## src/rtl/td4_mem_dump_tx_if.sv

```systemverilog
// Bus between the TD4 program-memory dumper and its surroundings: the dump
// request, the memory read port and the serial/status outputs.
interface td4_mem_dump_tx_if;
  logic       start;
  logic [3:0] mem_address;
  logic [3:0] opcode_in;
  logic [3:0] immediate_in;
  logic       tx;
  logic       busy;
  logic       done;

  // The dumper: drives the read address and the serial line.
  modport master (
    input  start,
    input  opcode_in,
    input  immediate_in,
    output mem_address,
    output tx,
    output busy,
    output done
  );

  // The environment: program memory plus whoever requests and receives a dump.
  modport slave (
    output start,
    output opcode_in,
    output immediate_in,
    input  mem_address,
    input  tx,
    input  busy,
    input  done
  );
endinterface

```

## src/rtl/td4_mem_dump_tx.sv

```systemverilog
// Serial program-memory dumper for the TD4 tile.
// Sends header 0xA5, the 16 memory bytes {immediate, opcode} and an 8-bit
// additive checksum of the memory bytes, each as an 8N1 frame, LSB first.
// Every frame after the header is preceded by two idle-high gap cycles.
module td4_mem_dump_tx #(
  parameter int unsigned CLKS_PER_BIT = 16
) (
  input  logic               clk,
  input  logic               rst,
  td4_mem_dump_tx_if.master  bus
);

  localparam int unsigned CntW    = 12;
  localparam logic [CntW-1:0] BitLast = CntW'(CLKS_PER_BIT - 1);
  localparam logic [7:0]      Header  = 8'hA5;

  typedef enum logic [2:0] {
    StIdle,
    StStart,
    StData,
    StStop,
    StFetch,
    StLoad,
    StLoadCk,
    StFinish
  } state_e;

  // Which kind of frame is currently in flight; decides where STOP goes next.
  typedef enum logic [1:0] {
    KindHdr,
    KindMem,
    KindCk
  } kind_e;

  state_e          state_q, state_d;
  kind_e           kind_q, kind_d;
  logic [CntW-1:0] cnt_q, cnt_d;
  logic [2:0]      bit_idx_q, bit_idx_d;
  logic [7:0]      shift_q, shift_d;
  logic [7:0]      acc_q, acc_d;
  logic [3:0]      addr_q, addr_d;
  logic            last_q, last_d;
  logic            tx_q, tx_d;
  logic            busy_q, busy_d;
  logic            done_q, done_d;

  logic       bit_end;
  logic [7:0] mem_byte;

  assign bit_end  = (cnt_q == BitLast);
  assign mem_byte = {bus.immediate_in, bus.opcode_in};

  assign bus.mem_address = addr_q;
  assign bus.tx          = tx_q;
  assign bus.busy        = busy_q;
  assign bus.done        = done_q;

  // State and output registers; reset truncates any frame and clears all counters.
  always_ff @(posedge clk) begin
    if (rst) begin
      state_q   <= StIdle;
      kind_q    <= KindHdr;
      cnt_q     <= '0;
      bit_idx_q <= '0;
      shift_q   <= '0;
      acc_q     <= '0;
      addr_q    <= '0;
      last_q    <= 1'b0;
      tx_q      <= 1'b1;
      busy_q    <= 1'b0;
      done_q    <= 1'b0;
    end else begin
      state_q   <= state_d;
      kind_q    <= kind_d;
      cnt_q     <= cnt_d;
      bit_idx_q <= bit_idx_d;
      shift_q   <= shift_d;
      acc_q     <= acc_d;
      addr_q    <= addr_d;
      last_q    <= last_d;
      tx_q      <= tx_d;
      busy_q    <= busy_d;
      done_q    <= done_d;
    end
  end

  // Next-state logic: bit timing, frame sequencing and memory fetch.
  always_comb begin
    state_d   = state_q;
    kind_d    = kind_q;
    cnt_d     = cnt_q;
    bit_idx_d = bit_idx_q;
    shift_d   = shift_q;
    acc_d     = acc_q;
    addr_d    = addr_q;
    last_d    = last_q;

    unique case (state_q)
      StIdle: begin
        cnt_d = '0;
        if (bus.start) begin
          shift_d   = Header;
          kind_d    = KindHdr;
          acc_d     = '0;
          addr_d    = '0;
          last_d    = 1'b0;
          bit_idx_d = '0;
          state_d   = StStart;
        end
      end

      StStart: begin
        if (bit_end) begin
          cnt_d     = '0;
          bit_idx_d = '0;
          state_d   = StData;
        end else begin
          cnt_d = cnt_q + CntW'(1);
        end
      end

      StData: begin
        if (bit_end) begin
          cnt_d     = '0;
          shift_d   = shift_q >> 1;
          bit_idx_d = bit_idx_q + 3'd1;
          if (bit_idx_q == 3'd7) begin
            state_d = StStop;
          end
        end else begin
          cnt_d = cnt_q + CntW'(1);
        end
      end

      StStop: begin
        if (bit_end) begin
          cnt_d = '0;
          case (kind_q)
            KindHdr: state_d = StFetch;
            KindMem: state_d = last_q ? StLoadCk : StFetch;
            KindCk: begin
              addr_d  = '0;
              state_d = StFinish;
            end
            default: state_d = StFinish;
          endcase
        end else begin
          cnt_d = cnt_q + CntW'(1);
        end
      end

      StFetch: begin
        state_d = StLoad;
      end

      // Memory data is sampled here, one cycle after the address was presented.
      StLoad: begin
        shift_d = mem_byte;
        acc_d   = acc_q + mem_byte;
        kind_d  = KindMem;
        // Address 15 saturates and flags the checksum as the next frame.
        if (addr_q == 4'hF) begin
          last_d = 1'b1;
        end else begin
          addr_d = addr_q + 4'd1;
        end
        state_d = StStart;
      end

      // Two-cycle gap matching FETCH+LOAD; the checksum is latched on the second.
      StLoadCk: begin
        if (cnt_q == '0) begin
          cnt_d = CntW'(1);
        end else begin
          cnt_d   = '0;
          shift_d = acc_q;
          kind_d  = KindCk;
          state_d = StStart;
        end
      end

      StFinish: begin
        last_d  = 1'b0;
        state_d = StIdle;
      end

      default: state_d = StIdle;
    endcase
  end

  // Output logic: computed from the next state so the registered outputs
  // line up with the state they describe.
  always_comb begin
    tx_d   = 1'b1;
    busy_d = 1'b1;
    done_d = 1'b0;
    case (state_d)
      StStart: tx_d = 1'b0;
      StData:  tx_d = shift_d[0];
      default: tx_d = 1'b1;
    endcase
    if ((state_d == StIdle) || (state_d == StFinish)) begin
      busy_d = 1'b0;
    end
    if (state_d == StFinish) begin
      done_d = 1'b1;
    end
  end

endmodule

```

## src/flat_wrapper.sv

```systemverilog
// flat-port wrapper written by rule: the top's interface ports become plain ports
module td4_mem_dump_tx_flat 
#(
  parameter int unsigned CLKS_PER_BIT = 16
)
  (clk, rst, bus_start, bus_opcode_in, bus_immediate_in, bus_mem_address, bus_tx, bus_busy, bus_done);
  td4_mem_dump_tx_if bus_i ();
  input  logic clk;
  input  logic rst;
  input wire logic [$bits(bus_i.start)-1:0] bus_start;
  input wire logic [$bits(bus_i.opcode_in)-1:0] bus_opcode_in;
  input wire logic [$bits(bus_i.immediate_in)-1:0] bus_immediate_in;
  output wire logic [$bits(bus_i.mem_address)-1:0] bus_mem_address;
  output wire logic [$bits(bus_i.tx)-1:0] bus_tx;
  output wire logic [$bits(bus_i.busy)-1:0] bus_busy;
  output wire logic [$bits(bus_i.done)-1:0] bus_done;
  assign bus_i.start = bus_start;
  assign bus_i.opcode_in = bus_opcode_in;
  assign bus_i.immediate_in = bus_immediate_in;
  assign bus_mem_address = bus_i.mem_address;
  assign bus_tx = bus_i.tx;
  assign bus_busy = bus_i.busy;
  assign bus_done = bus_i.done;
  td4_mem_dump_tx #(.CLKS_PER_BIT(CLKS_PER_BIT)) u_core (.clk(clk), .rst(rst), .bus(bus_i));
endmodule
```

## config.mk

```make
export PLATFORM = sky130hd
export DESIGN_NAME = td4_mem_dump_tx_flat
export DESIGN_NICKNAME = d
export VERILOG_FILES = /design/src/rtl/td4_mem_dump_tx_if.sv /design/src/rtl/td4_mem_dump_tx.sv /design/src/flat_wrapper.sv
export SDC_FILE = /design/constraint.sdc
export NUM_CORES = 1
export LEC_CHECK = 0
export CORE_MARGIN = 3
export CORE_UTILIZATION = 50
export DETAILED_ROUTE_END_ITERATION = 16
export DONT_BUFFER_PORTS = 1
export SETUP_SLACK_MARGIN = 0.05
export SYNTH_ARGS = -nofsm -noshare
export SYNTH_HDL_FRONTEND = slang
export SYNTH_SLANG_ARGS = --single-unit
```

## constraint.sdc

```tcl
create_clock -name clk -period 6.66 [get_ports clk]
set_clock_uncertainty 0.1 [all_clocks]
set_input_delay 0.666 -clock clk [delete_from_list [all_inputs] [get_ports clk]]
set_output_delay 0.666 -clock clk [all_outputs]
set_load 0.005 [all_outputs]
```

## Word-level counts from Yosys, hierarchy flattened

Index checks and enable logic that the tools add are counted.

| word-level totals | value |
|---|---|
| flip-flop bits (word level) | 44 |
| output and inout bits | 7 |

| cells by class | value |
|---|---|
| eq/ne operators | 23 |
| reductions and logical operators | 19 |
| multiplexer cells | 36 |
| $add $sub $neg | 4 |

Operators by type and width:

| kind | count |
|---|---|
| 12-bit one-hot mux with 3 select lines | 1 |
| 8-bit 2-to-1 mux | 4 |
| 8-bit one-hot mux with 4 select lines | 1 |
| 3-bit 2-to-1 mux | 9 |
| 3-bit one-hot mux with 8 select lines | 1 |
| 3-bit equality test (second input constant) | 6 |
| 4-bit 2-to-1 mux | 4 |
| 8-bit one-hot mux with 2 select lines | 1 |
| 3-bit nonzero test | 5 |
| 12-bit by 1-bit adder with 12-bit output (second input constant) | 1 |
| 12-bit by 4-bit equality test with 1-bit output (second input constant) | 1 |
| 12-bit zero test | 1 |
| 12-bit 2-to-1 mux | 1 |
| 4-bit one-hot mux with 3 select lines | 1 |
| 3-bit by 2-bit equality test with 1-bit output (second input constant) | 3 |
| 3-bit one-hot mux with 3 select lines | 1 |
| 8-bit adder | 1 |
| 2-bit by 1-bit != test with 1-bit output (second input constant) | 4 |
| 2-bit != test (second input constant) | 4 |
| 4-bit AND reduction | 2 |
| 3-bit by 1-bit equality test with 1-bit output (second input constant) | 2 |
| 3-bit zero test | 2 |
| 2-bit 2-to-1 mux | 3 |
| 2-bit one-hot mux with 3 select lines | 1 |
| 17 further kinds | 22 |

## Depth between registers and ports, before layout

Gate-level depths: netlist (run 1).

| depth | value |
|---|---|
| word-level depth | 7 |
| depth in mapped cells | 10 |

## Worst setup path after synthesis (run 1)

No wires, ideal clock.

| timing | value |
|---|---|
| path type | input-to-reg |
| start point | input port bus_opcode_in[0] |
| end point | register u_core.acc_q[6] |
| stages on the path | 8 |
| buffers on the path | 0 |
| slack | 4.366 ns |
| data arrival time | 2.063 ns |
| library setup time | 0.131 ns |
| cell sequence | ha_1 > fa_1 > a21o_1 > a21oi_1 > o21bai_1 > a21oi_1 > xor2_1 > o31ai_1 |

| between the ends | value |
|---|---|
| word-level cells in the longest chain between the ends | 2 |

RTL lines:

| item | RTL line | source |
|---|---|---|
| from (decl) | flat_wrapper.sv:11 | `input wire logic [$bits(bus_i.opcode_in)-1:0] bus_opcode_in;` |
| 8-bit adder | td4_mem_dump_tx.sv:159 | `acc_d = acc_q + mem_byte;` |
| 8-bit one-hot mux with 2 select lines | td4_mem_dump_tx.sv:98 | `unique case (state_q)` |
| to (signal assigned) | td4_mem_dump_tx.sv:66 | `acc_q <= '0;` |
| to (signal assigned) | td4_mem_dump_tx.sv:78 | `acc_q <= acc_d;` |
| to (decl) | td4_mem_dump_tx.sv:40 | `logic [7:0] acc_q, acc_d;` |

Every way passes these cells.
A chain may end at the register's enable or synchronous reset.

## Final worst setup path (run 1)

| timing | value |
|---|---|
| start point | register u_core.cnt_q[0] |
| end point | register u_core.tx_q, in the netlist u_core.bus.tx |

| between the ends | value |
|---|---|
| word-level cells in the longest chain between the ends | 5 |
| elaborated cells on any way between the ends | 13 |

RTL lines:

| item | RTL line | source |
|---|---|---|
| from (decl) | td4_mem_dump_tx.sv:37 | `logic [CntW-1:0] cnt_q, cnt_d;` |
| from (signal assigned) | td4_mem_dump_tx.sv:75 | `cnt_q <= cnt_d;` |
| 12-bit by 4-bit equality test with 1-bit output / 12-bit zero test (equally long branches) | td4_mem_dump_tx.sv:50, td4_mem_dump_tx.sv:172 |  |
| 3-bit 2-to-1 mux (on tied branches) | -- |  |
| 3-bit one-hot mux with 8 select lines | td4_mem_dump_tx.sv:98 |  |
| 3-bit by 2-bit equality test with 1-bit output / 3-bit by 1-bit equality test with 1-bit output (equally long branches) | td4_mem_dump_tx.sv:197 | `case (state_d)` |
| 1-bit one-hot mux with 2 select lines * | td4_mem_dump_tx.sv:197 |  |
| to (signal assigned) | td4_mem_dump_tx.sv:81 | `tx_q <= tx_d;` |
| to (decl) | td4_mem_dump_tx.sv:43 | `logic tx_q, tx_d;` |

Mark *: on every way between the ends. The rest lies on a longest branch, timed or not. The select of a mux whose other input is x is not followed.

==> summary.md, run 1 <==
| Metric | Value |
|---|---|
| Ranking of synthesized cells by area | `dfxtp_1, a21oi_1, ha_1` |
| Row cnt | `25` |
| Routed len/inst | `15.71 um` |
| Setup TNS | `0 ns` |
| Synth cell types | `54` |
| Largest net degree at the start of global routing | `46` |
| Antenna violations before repair | `0` |
| Cells on worst reg2reg path | `8` |
| Crit-path leading delay family | `compound AO/OA/AOI/OAI gates` |
| Die area | `5927 um^2` |
| RSZ-0062 raised after global routing | `false` |
| Ys async rst share | `0%` |
| Leak pwr | `0.9356 nW` |
| Number of synthesized register bits | `44` |
| Fillers | `470` |
| Gate power share | `6.8%` |
| Cells on Worst Hold Path | `1` |
| Fraction of layout cells with a size suffix above 1 | `6.040%` |
| Worst r2r src | `u_core.cnt_q[0]` |
| Vias per inst | `5.899` |
| Startpoint types | `flip-flop` |
| First-pass GRT wire length | `9749 um` |
| Crit end category | `flip-flop` |
| Commonest cells after routing, fill and taps aside | `dfxtp_1, a21oi_1, nor2_1` |
| CP max-delay cell | `a31oi_1` |
| DRT Wirelength | `5735 um` |
| Clock power frac | `40.7%` |
| Outcome | `completed` |
| Clock buffer depth | `2` |
| Worst vdd ir | `0.07996 mV` |
| Core Box Area | `4786 um^2` |
| Final core occ | `54.95%` |
| Postcts setup bufs | `0` |
| Placed Area | `2515 um^2` |
| Worst Hold Class | `in2reg` |
| Buffers added on ports | `0` |
| CP cell instances | `inv_1, ha_1, nor3b_1, a31oi_1, nand3b_1, a311o_1, a2111oi_2, o21ai_1` |
| Die W | `76.99 um` |
| Synth warnings | `0` |
| Syn avg cell area | `8.182 um^2` |
| Commonest non-fill, non-tap cell in the layout | `dfxtp_1` |
| Fin crit period | `2.701 ns` |
| Final WS setup | `3.959 ns` |
| Fin nets | `321` |
| Crit-path max cell delay | `0.41 ns` |
| Total GRT Usage | `20.42%` |
| Clk_lat worst skew | `0.30 ns` |
| CTS tree | `built` |
| Pins Over Slew Limit | `0` |
| Sw frac | `23.83%` |
| Max frequency | `0.3702 GHz` |
| CP arrival | `2.79 ns` |
| CTS Hold Bufs | `0` |
| Root buf cell | `clkbuf_8` |
| Post-route cell area | `2630 um^2` |
| Worst-Margin Slew | `1.021 ns` |
| Internal reg-to-reg setup slack | `3.96 ns` |
| Final hold violations | `0` |
| Syn nets | `332` |
| Initial Util | `52.65%` |
| Buffers & Inverters on Critical Path | `1` |
| Fin crit share | `40.56%` |
| Largest area contributor in the netlist | `dfxtp_1` |
| Max_slew headroom | `31.59%` |
| Worst-path fanout max | `11` |
| Hold Path End | `u_core.acc_q[2]` |
| Net Sw Power | `0.1233 mW` |
| # IOs | `18` |
| Synthesized cell area | `2520 um^2` |
| Register clock-pin slew on the reported worst setup and hold paths | `0.09 ns` |
| # DRC | `0` |
| CP required | `6.75 ns` |
| Post-detailed-route count of antenna-violating nets | `0` |
| Total power | `0.5176 mW` |
| Crit Path Category | `reg2reg` |
| CTS-repair resized insts | `0` |
| Cell internal pwr | `0.3943 mW` |
| Clock Sinks | `44` |
| Setup-failing EPs final | `0` |
| Die Height | `76.99 um` |
| EDFF count, synth | `0` |
| Drt initial violations | `180` |
| Via count | `2153` |
| Router iterations before antenna repair | `5` |
| Area grow syn2layout | `4.369%` |
| Reg2reg end | `u_core.bus.tx` |
| Syn Inst Count | `308` |
| Hold_sp | `rst` |
| Ys flop type | `dfxtp_1` |
| DP Wirelength | `3847 um` |
| Gr ovfl total | `0` |
| Max Cap Viol | `0` |
| Routability cong. | `0.8322` |
| Antenna Cells | `0` |
| Share of the synthesized area in the top cell type | `34.96%` |
| PwrDens | `196.8 nW/um^2` |
| Post-synthesis sequential area ratio | `34.96%` |
| Pre-CTS setup slack | `3.996 ns` |
| Seq pwr share | `52.5%` |
| Total CTS buffers | `5` |
| Vias in the first global route | `1917` |
| H-tree depth | `2` |
[layout make-up]
| class | count | area (um^2) | share of cell area [%] |
|---|---|---|---|
| well taps | 67 | 83.83 | 3.187 |
| multi-input cells | 237 | 1513 | 57.52 |
| clock inverters | 3 | 46.29 | 1.760 |
| clock buffers | 5 | 68.82 | 2.617 |
| repair buffers | 1 | 7.507 | 0.2854 |
| inverters | 8 | 30.03 | 1.142 |
| flip-flops and latches | 44 | 880.8 | 33.49 |
[Yosys cell counts, drive strengths merged (3+ instances only)]
cell type / count
nand3: 17
or3: 4
a222oi: 4
nor3: 5
nor3b: 6
and3: 7
xor2: 3
dfxtp: 44
nor2: 33
nor4: 4
inv: 8
buf: 8
nand2b: 5
nand2: 25
clkbuf: 11
nand4: 4
nor2b: 3
a311oi: 5
a21oi: 38
o21ai: 16
a221oi: 3
a31oi: 5
ha: 12
and2: 3
a211oi: 5
[cells by family (layout without fill, tap and decap cells)]
kind of cell	after synthesis	count (layout)	synth area share, %
multiplexers	2	2	0.8441
AND/OR/NAND/NOR	123	123	26.42
XOR/XNOR	5	5	1.738
flip-flops	44	44	34.96
buffers and inverters	27	17	5.015
adder cells (fa/ha/maj)	13	13	6.753
AO/OA/AOI/OAI	94	94	24.28
[flip-flops by register name, summed over array words and instances, names as in the netlist, 2 cells and up]
name and flops:
u_core.acc_q 8, u_core.bit_idx_q 3, u_core.shift_q 8, u_core.state_q 3
u_core.bus.mem_address 4, u_core.cnt_q 12, u_core.kind_q 2
[stage by stage]
step                      hold WS [ns]  std cells
after global placement          0.3367        357
after detailed placement        0.3377        357
after CTS                       0.3099        365
final                           0.3235        365
after floorplan                 0.3319        308
after global routing            0.3051        365
[how the worst max path moves through the flow]
stage / from / endpoint / slack [ns] / cells past startpoint
floorplan: bus_opcode_in[0] / u_core.acc_q[6] / 4.37 / 8
global placement: u_core.state_q[2] / u_core.bus.busy / 4.07 / 6
detailed placement: u_core.state_q[2] / u_core.bus.busy / 4.00 / 6
CTS: u_core.cnt_q[0] / u_core.bus.tx / 3.95 / 8
global route: u_core.cnt_q[0] / u_core.bus.tx / 3.66 / 8
finish: u_core.cnt_q[0] / u_core.bus.tx / 3.96 / 8
[worst reg2reg max path, cell delays in order, from the launching register on]
cell	delay, ns
dfxtp_1	0.34
inv_1	0.10
ha_1	0.15
nor3b_1	0.32
a31oi_1	0.41
nand3b_1	0.31
a311o_1	0.38
a2111oi_2	0.38
o21ai_1	0.09
[routing by layer]
metal	track usage (%)	up-vias	share of wire (%)
met5	0	-	0
met4	7.473	0	1.4
met3	3.521	7	3.2
met2	29.79	30	44
met1	29.97	1003	52
li1	-	1113	-
[power by group through the flow]
stage / Clock [mW] / Sequential (mW) / Combinational [mW]
6_report: 0.211 / 0.272 / 0.0352
5_1_grt: 0.230 / 0.272 / 0.0401
4_1_cts: 0.218 / 0.272 / 0.0354
3_5_place_dp: 0 / 0.278 / 0.0352
3_3_place_gp: 0 / 0.278 / 0.0346
2_1_floorplan: 0 / 0.275 / 0.0348
Note: power is estimated with default switching activity, not from simulation.
==> run 2, diff against run 1 <==
--- a/config.mk
+++ b/config.mk
@@ -9,6 +9,7 @@
 export CORE_UTILIZATION = 50
 export DETAILED_ROUTE_END_ITERATION = 16
 export DONT_BUFFER_PORTS = 1
+export PLACE_DENSITY = 0.68
 export SETUP_SLACK_MARGIN = 0.05
 export SYNTH_ARGS = -nofsm -noshare
 export SYNTH_HDL_FRONTEND = slang
==> constraint.sdc (replaced) <==
create_clock -name clk -period 2.45 [get_ports clk]
set_clock_uncertainty 0.1 [all_clocks]
set_input_delay 0.245 -clock clk [delete_from_list [all_inputs] [get_ports clk]]
set_output_delay 0.245 -clock clk [all_outputs]
set_load 0.005 [all_outputs]
==> summary.md, run 2 (same netlist as run 1, synthesis figures left out) <==
| Metric | Value |
|---|---|
| Outcome | `completed` |
| Routed len/inst | `14.94 um` |
| Fin nets | `327` |
| Setup TNS | `0 ns` |
| Fin crit period | `2.226 ns` |
| Clk_lat worst skew | `0.31 ns` |
| Max frequency | `0.4492 GHz` |
| Max Cap Viol | `0` |
| Postcts setup bufs | `0` |
| Antenna violations before repair | `0` |
| PwrDens | `523.2 nW/um^2` |
| Buffers added on ports | `0` |
| Die Height | `76.99 um` |
| Pre-CTS setup slack | `0.1726 ns` |
| CP required | `2.55 ns` |
| Placed insts | `362` |
| Die area | `5927 um^2` |
| Via count | `2248` |
| Largest net degree at the start of global routing | `45` |
| Crit Path Category | `reg2reg` |
| Crit end category | `flip-flop` |
| Buffers & Inverters on Critical Path | `1` |
| Pins Over Slew Limit | `0` |
| Commonest non-fill, non-tap cell in the layout | `dfxtp_1` |
| Worst hold slack | `0.03748 ns` |
| Fraction of layout cells with a size suffix above 1 | `8.553%` |
| Top Registers | `u_core.cnt_q x12, u_core.acc_q x8, u_core.shift_q x8` |
| Core Box Area | `4786 um^2` |
| Final hold violations | `0` |
| # DRC | `0` |
| # IOs | `18` |
| Worst Hold Class | `in2reg` |
| CP arrival | `2.33 ns` |
| CTS tree | `built` |
| Register clock-pin slew on the reported worst setup and hold paths | `0.09 ns` |
| Vias in the first global route | `2123` |
| Fillers | `455` |
| Row cnt | `25` |
| Fin crit share | `90.86%` |
| H-tree depth | `2` |
| Max reg flops | `12` |
| Clock buffer depth | `2` |
| RSZ-0062 raised after global routing | `false` |
| Die W | `76.99 um` |
| Worst-Margin Slew | `0.4917 ns` |
| Root buf cell | `clkbuf_8` |
| DRT Wirelength | `5544 um` |
| Max_slew headroom | `67.00%` |
| Clock Sinks | `44` |
| DP Wirelength | `3772 um` |
| Crit-path leading delay family | `simple AND/OR/NAND/NOR gates` |
| Final core occ | `56.24%` |
| Worst-path fanout max | `12` |
| Setup-failing EPs final | `0` |
| Non-Filler Instances | `371` |
| CP cell instances | `ha_1, and3_2, and3_4, mux2i_1, o31a_1, buf_4, a221oi_1, nor2_1` |
| Total GRT Usage | `20.31%` |
| Worst vdd ir | `0.3715 mV` |
| Vias per inst | `6.059` |
| Final WS setup | `0.2240 ns` |
| Initial Util | `52.65%` |
| Biggest register | `u_core.cnt_q` |
| Startpoint types | `flip-flop` |
| Area grow syn2layout | `6.802%` |
| Post-detailed-route count of antenna-violating nets | `0` |
| Router iterations before antenna repair | `5` |
| Routability cong. | `0.8544` |
| Total CTS buffers | `5` |
| Leak pwr | `0.9754 nW` |
| Antenna Cells | `0` |
| Gr ovfl total | `0` |
| Internal reg-to-reg setup slack | `0.22 ns` |
| First-pass GRT wire length | `10010 um` |
| CP max-delay cell | `dfxtp_1` |
| Drt initial violations | `239` |
| Crit-path max cell delay | `0.40 ns` |
| Commonest cells after routing, fill and taps aside | `dfxtp_1, a21oi_1, nor2_1` |
==> run 2: final timing paths <==
kind | from | end | cells after the start
max | u_core.cnt_q[1] | u_core.shift_q[2] | 8
min | rst | u_core.acc_q[6] | 3
max reg2reg | u_core.cnt_q[1] | u_core.shift_q[2] | 8
min reg2reg | u_core.shift_q[3] | u_core.shift_q[3] | 2
==> run 2: repair_timing <==
item,in CTS,in global routing
hold buffers,1,0
resized for setup,0,3
hold endpoints to repair,44,0
endpoints found under the setup margin,0,6
==> run 2: layout make-up <==
cell class / instances / area, um^2 / share of cell area (%)
Timing Repair Buffer: 7 / 65.06 / 2.417
Tap cell: 67 / 83.83 / 3.115
Clock buffer: 6 / 72.57 / 2.696
Clock inverter: 2 / 35.03 / 1.302
Multi-Input combinational cell: 237 / 1524 / 56.62
Sequential cell: 44 / 880.8 / 32.73
Inverter: 8 / 30.03 / 1.116
==> run 2: routing by layer <==
layer	share of wire [%]	vias up	GRT usage, %
li1	-	1133	-
met1	48	1035	29.12
met5	0	-	0
met3	6.2	11	3.873
met2	44	69	30.75
met4	1.5	0	6.406
==> run 2: stage by stage <==
step           instance area, um^2  power (mW)
4_1_cts                       2680       1.413
3_3_place_gp                  2552      0.8513
2_1_floorplan                 2520      0.8415
3_5_place_dp                  2552      0.8523
6_report                      2691       1.408
5_1_grt                       2691       1.465
==> run 2: report_power, final <==
part	leakage (nW)	total (mW)	internal (mW)	switching, mW
clock	0.0552	0.556	0.303	0.253
combinational	0.564	0.117	0.0470	0.0697
sequential	0.356	0.736	0.726	0.0102
==> run 2: worst reg2reg max path, delay by kind of cell (launching register included) <==
kind	cells	cell delay, ns
AO/OA/AOI/OAI	2	0.53
multiplexers	1	0.09
flip-flops	1	0.40
adder cells (fa/ha/maj)	1	0.22
AND/OR/NAND/NOR	3	0.61
buffers and inverters	1	0.17
==> run 3, diff against run 2 <==
--- a/config.mk
+++ b/config.mk
@@ -5,11 +5,10 @@
 export SDC_FILE = /design/constraint.sdc
 export NUM_CORES = 1
 export LEC_CHECK = 0
-export CORE_MARGIN = 3
+export CORE_MARGIN = 2
 export CORE_UTILIZATION = 50
 export DETAILED_ROUTE_END_ITERATION = 16
 export DONT_BUFFER_PORTS = 1
-export PLACE_DENSITY = 0.68
 export SETUP_SLACK_MARGIN = 0.05
 export SYNTH_ARGS = -nofsm -noshare
 export SYNTH_HDL_FRONTEND = slang
==> constraint.sdc (replaced) <==
create_clock -name clk -period 2.8 [get_ports clk]
set_clock_uncertainty 0.1 [all_clocks]
set_input_delay 0.28 -clock clk [delete_from_list [all_inputs] [get_ports clk]]
set_output_delay 0.28 -clock clk [all_outputs]
set_load 0.005 [all_outputs]
==> summary.md, run 3 (same netlist as run 1, synthesis figures left out) <==
| Metric | Value |
|---|---|
| Outcome | `completed` |
| Leak pwr | `0.9553 nW` |
| GR peak layer | `met2` |
| Seq pwr share | `55.3%` |
| Initial Util | `52.65%` |
| Via count | `2215` |
| Clock power frac | `36.3%` |
| Gate power share | `8.4%` |
| Root buf cell | `clkbuf_8` |
| Largest net degree at the start of global routing | `44` |
| DRT Wirelength | `5813 um` |
| PwrDens | `439.0 nW/um^2` |
| # IOs | `18` |
| Commonest cells after routing, fill and taps aside | `dfxtp_1, a21oi_1, nor2_1` |
| Setup-failing EPs final | `0` |
| Vias per inst | `5.986` |
| Total GRT Usage | `22.48%` |
| Final WS setup | `0.3818 ns` |
| # DRC | `0` |
| Post-detailed-route count of antenna-violating nets | `0` |
| Drt initial violations | `213` |
| CP required | `2.89 ns` |
| Post-route cell area | `2661 um^2` |
| Pins Over Slew Limit | `0` |
| Routed len/inst | `15.71 um` |
| Max Cap Viol | `0` |
| Die area | `5624 um^2` |
| Worst vdd ir | `0.2711 mV` |
| Startpoint types | `flip-flop` |
| Sw frac | `25.22%` |
| Clk_lat worst skew | `0.30 ns` |
| First-pass GRT wire length | `9632 um` |
| Crit end category | `flip-flop` |
| Total power | `1.168 mW` |
| Max_slew headroom | `61.83%` |
| Router iterations before antenna repair | `5` |
| Met1 GRT Util | `32.84%` |
| Met3 usage | `5.355%` |
| Worst Hold Class | `in2reg` |
| H-tree depth | `2` |
| Fraction of layout cells with a size suffix above 1 | `6.931%` |
| Core Box Area | `4786 um^2` |
| Final hold violations | `0` |
| Buffers added on ports | `0` |
| Register clock-pin slew on the reported worst setup and hold paths | `0.08 ns` |
| Max frequency | `0.4135 GHz` |
| Met2 Resource Use GR | `32.94%` |
| Worst-Margin Slew | `0.5718 ns` |
| Fin crit share | `86.37%` |
| Max reg flops | `12` |
| Gr ovfl total | `0` |
| Setup TNS | `0 ns` |
| Antenna violations before repair | `0` |
| Die W | `74.99 um` |
| RSZ-0062 raised after global routing | `false` |
| Clock Sinks | `44` |
| Fillers | `450` |
| Pre-CTS setup slack | `0.4197 ns` |
| Placed Area | `2537 um^2` |
| Cell internal pwr | `0.8736 mW` |
| CTS tree | `built` |
| Fin nets | `326` |
| Fin crit period | `2.418 ns` |
| Crit Path Category | `reg2reg` |
| Vias in the first global route | `1990` |
| Die Height | `74.99 um` |
| DP Wirelength | `3882 um` |
| Routability cong. | `0.7979` |
| Top Registers | `u_core.cnt_q x12, u_core.acc_q x8, u_core.shift_q x8` |
| Clock buffer depth | `2` |
| Postcts setup bufs | `0` |
| Row cnt | `25` |
| Commonest non-fill, non-tap cell in the layout | `dfxtp_1` |
| Biggest register | `u_core.cnt_q` |
| Area grow syn2layout | `5.611%` |
| Final core occ | `55.61%` |
| CP arrival | `2.51 ns` |
| Antenna Cells | `0` |
| Worst-path fanout max | `12` |
| Net Sw Power | `0.2946 mW` |
| Total CTS buffers | `5` |
[run 3: path summary, 6_finish.rpt]
path	start	end	slack (ns)	depth (start not counted)
max	u_core.cnt_q[1]	u_core.bus.tx	0.38	7
max reg2reg	u_core.cnt_q[1]	u_core.bus.tx	0.38	7
min reg2reg	u_core.shift_q[3]	u_core.shift_q[3]	0.36	2
min	rst	u_core.acc_q[6]	0.07	3
[run 3: layout make-up]
cell class | count | area [um^2] | area share (%)
clock buffer | 7 | 86.33 | 3.244
clock inverter | 1 | 7.507 | 0.2821
inverter | 8 | 30.03 | 1.128
sequential | 44 | 880.8 | 33.10
timing repair buffer | 6 | 60.06 | 2.257
multi-input combinational | 237 | 1513 | 56.84
tap | 67 | 83.83 | 3.150
[run 3: repair_timing]
item,in CTS,in global routing
endpoints found under the hold margin,43,0
resized for setup,0,0
hold buffers,2,0
[run 3: stage by stage]
stage	cells	hold WS (ns)
after floorplan	308	0.3319
after global placement	360	0.2534
after detailed placement	360	0.2556
final	370	0.07366
after CTS	370	0.05963
after global routing	370	0.08875
[run 3: critical path, stage by stage, from the launching register on]
cell and delay, ns:
dfxtp_1 0.39, ha_1 0.21, and3_1 0.31, and3_4 0.32, mux2i_1 0.09, o31a_1 0.39
a2111oi_2 0.42, o21ai_1 0.08
[run 3: layer usage]
metal / wire length [um] / vias up / part of all wire [%]
li1: - / 1129 / -
met2: 2556 / 64 / 44
met5: 0 / - / 0
met3: 351 / 9 / 6.0
met1: 2818 / 1013 / 48
met4: 87 / 0 / 1.5
[run 3: power by group through the flow]
stage | registers (mW) | logic (mW) | clock network (mW)
2_1_floorplan | 0.654 | 0.0827 | 0
3_3_place_gp | 0.661 | 0.0830 | 0
3_5_place_dp | 0.660 | 0.0835 | 0
4_1_cts | 0.646 | 0.0985 | 0.434
5_1_grt | 0.648 | 0.111 | 0.456
6_report | 0.646 | 0.0982 | 0.424
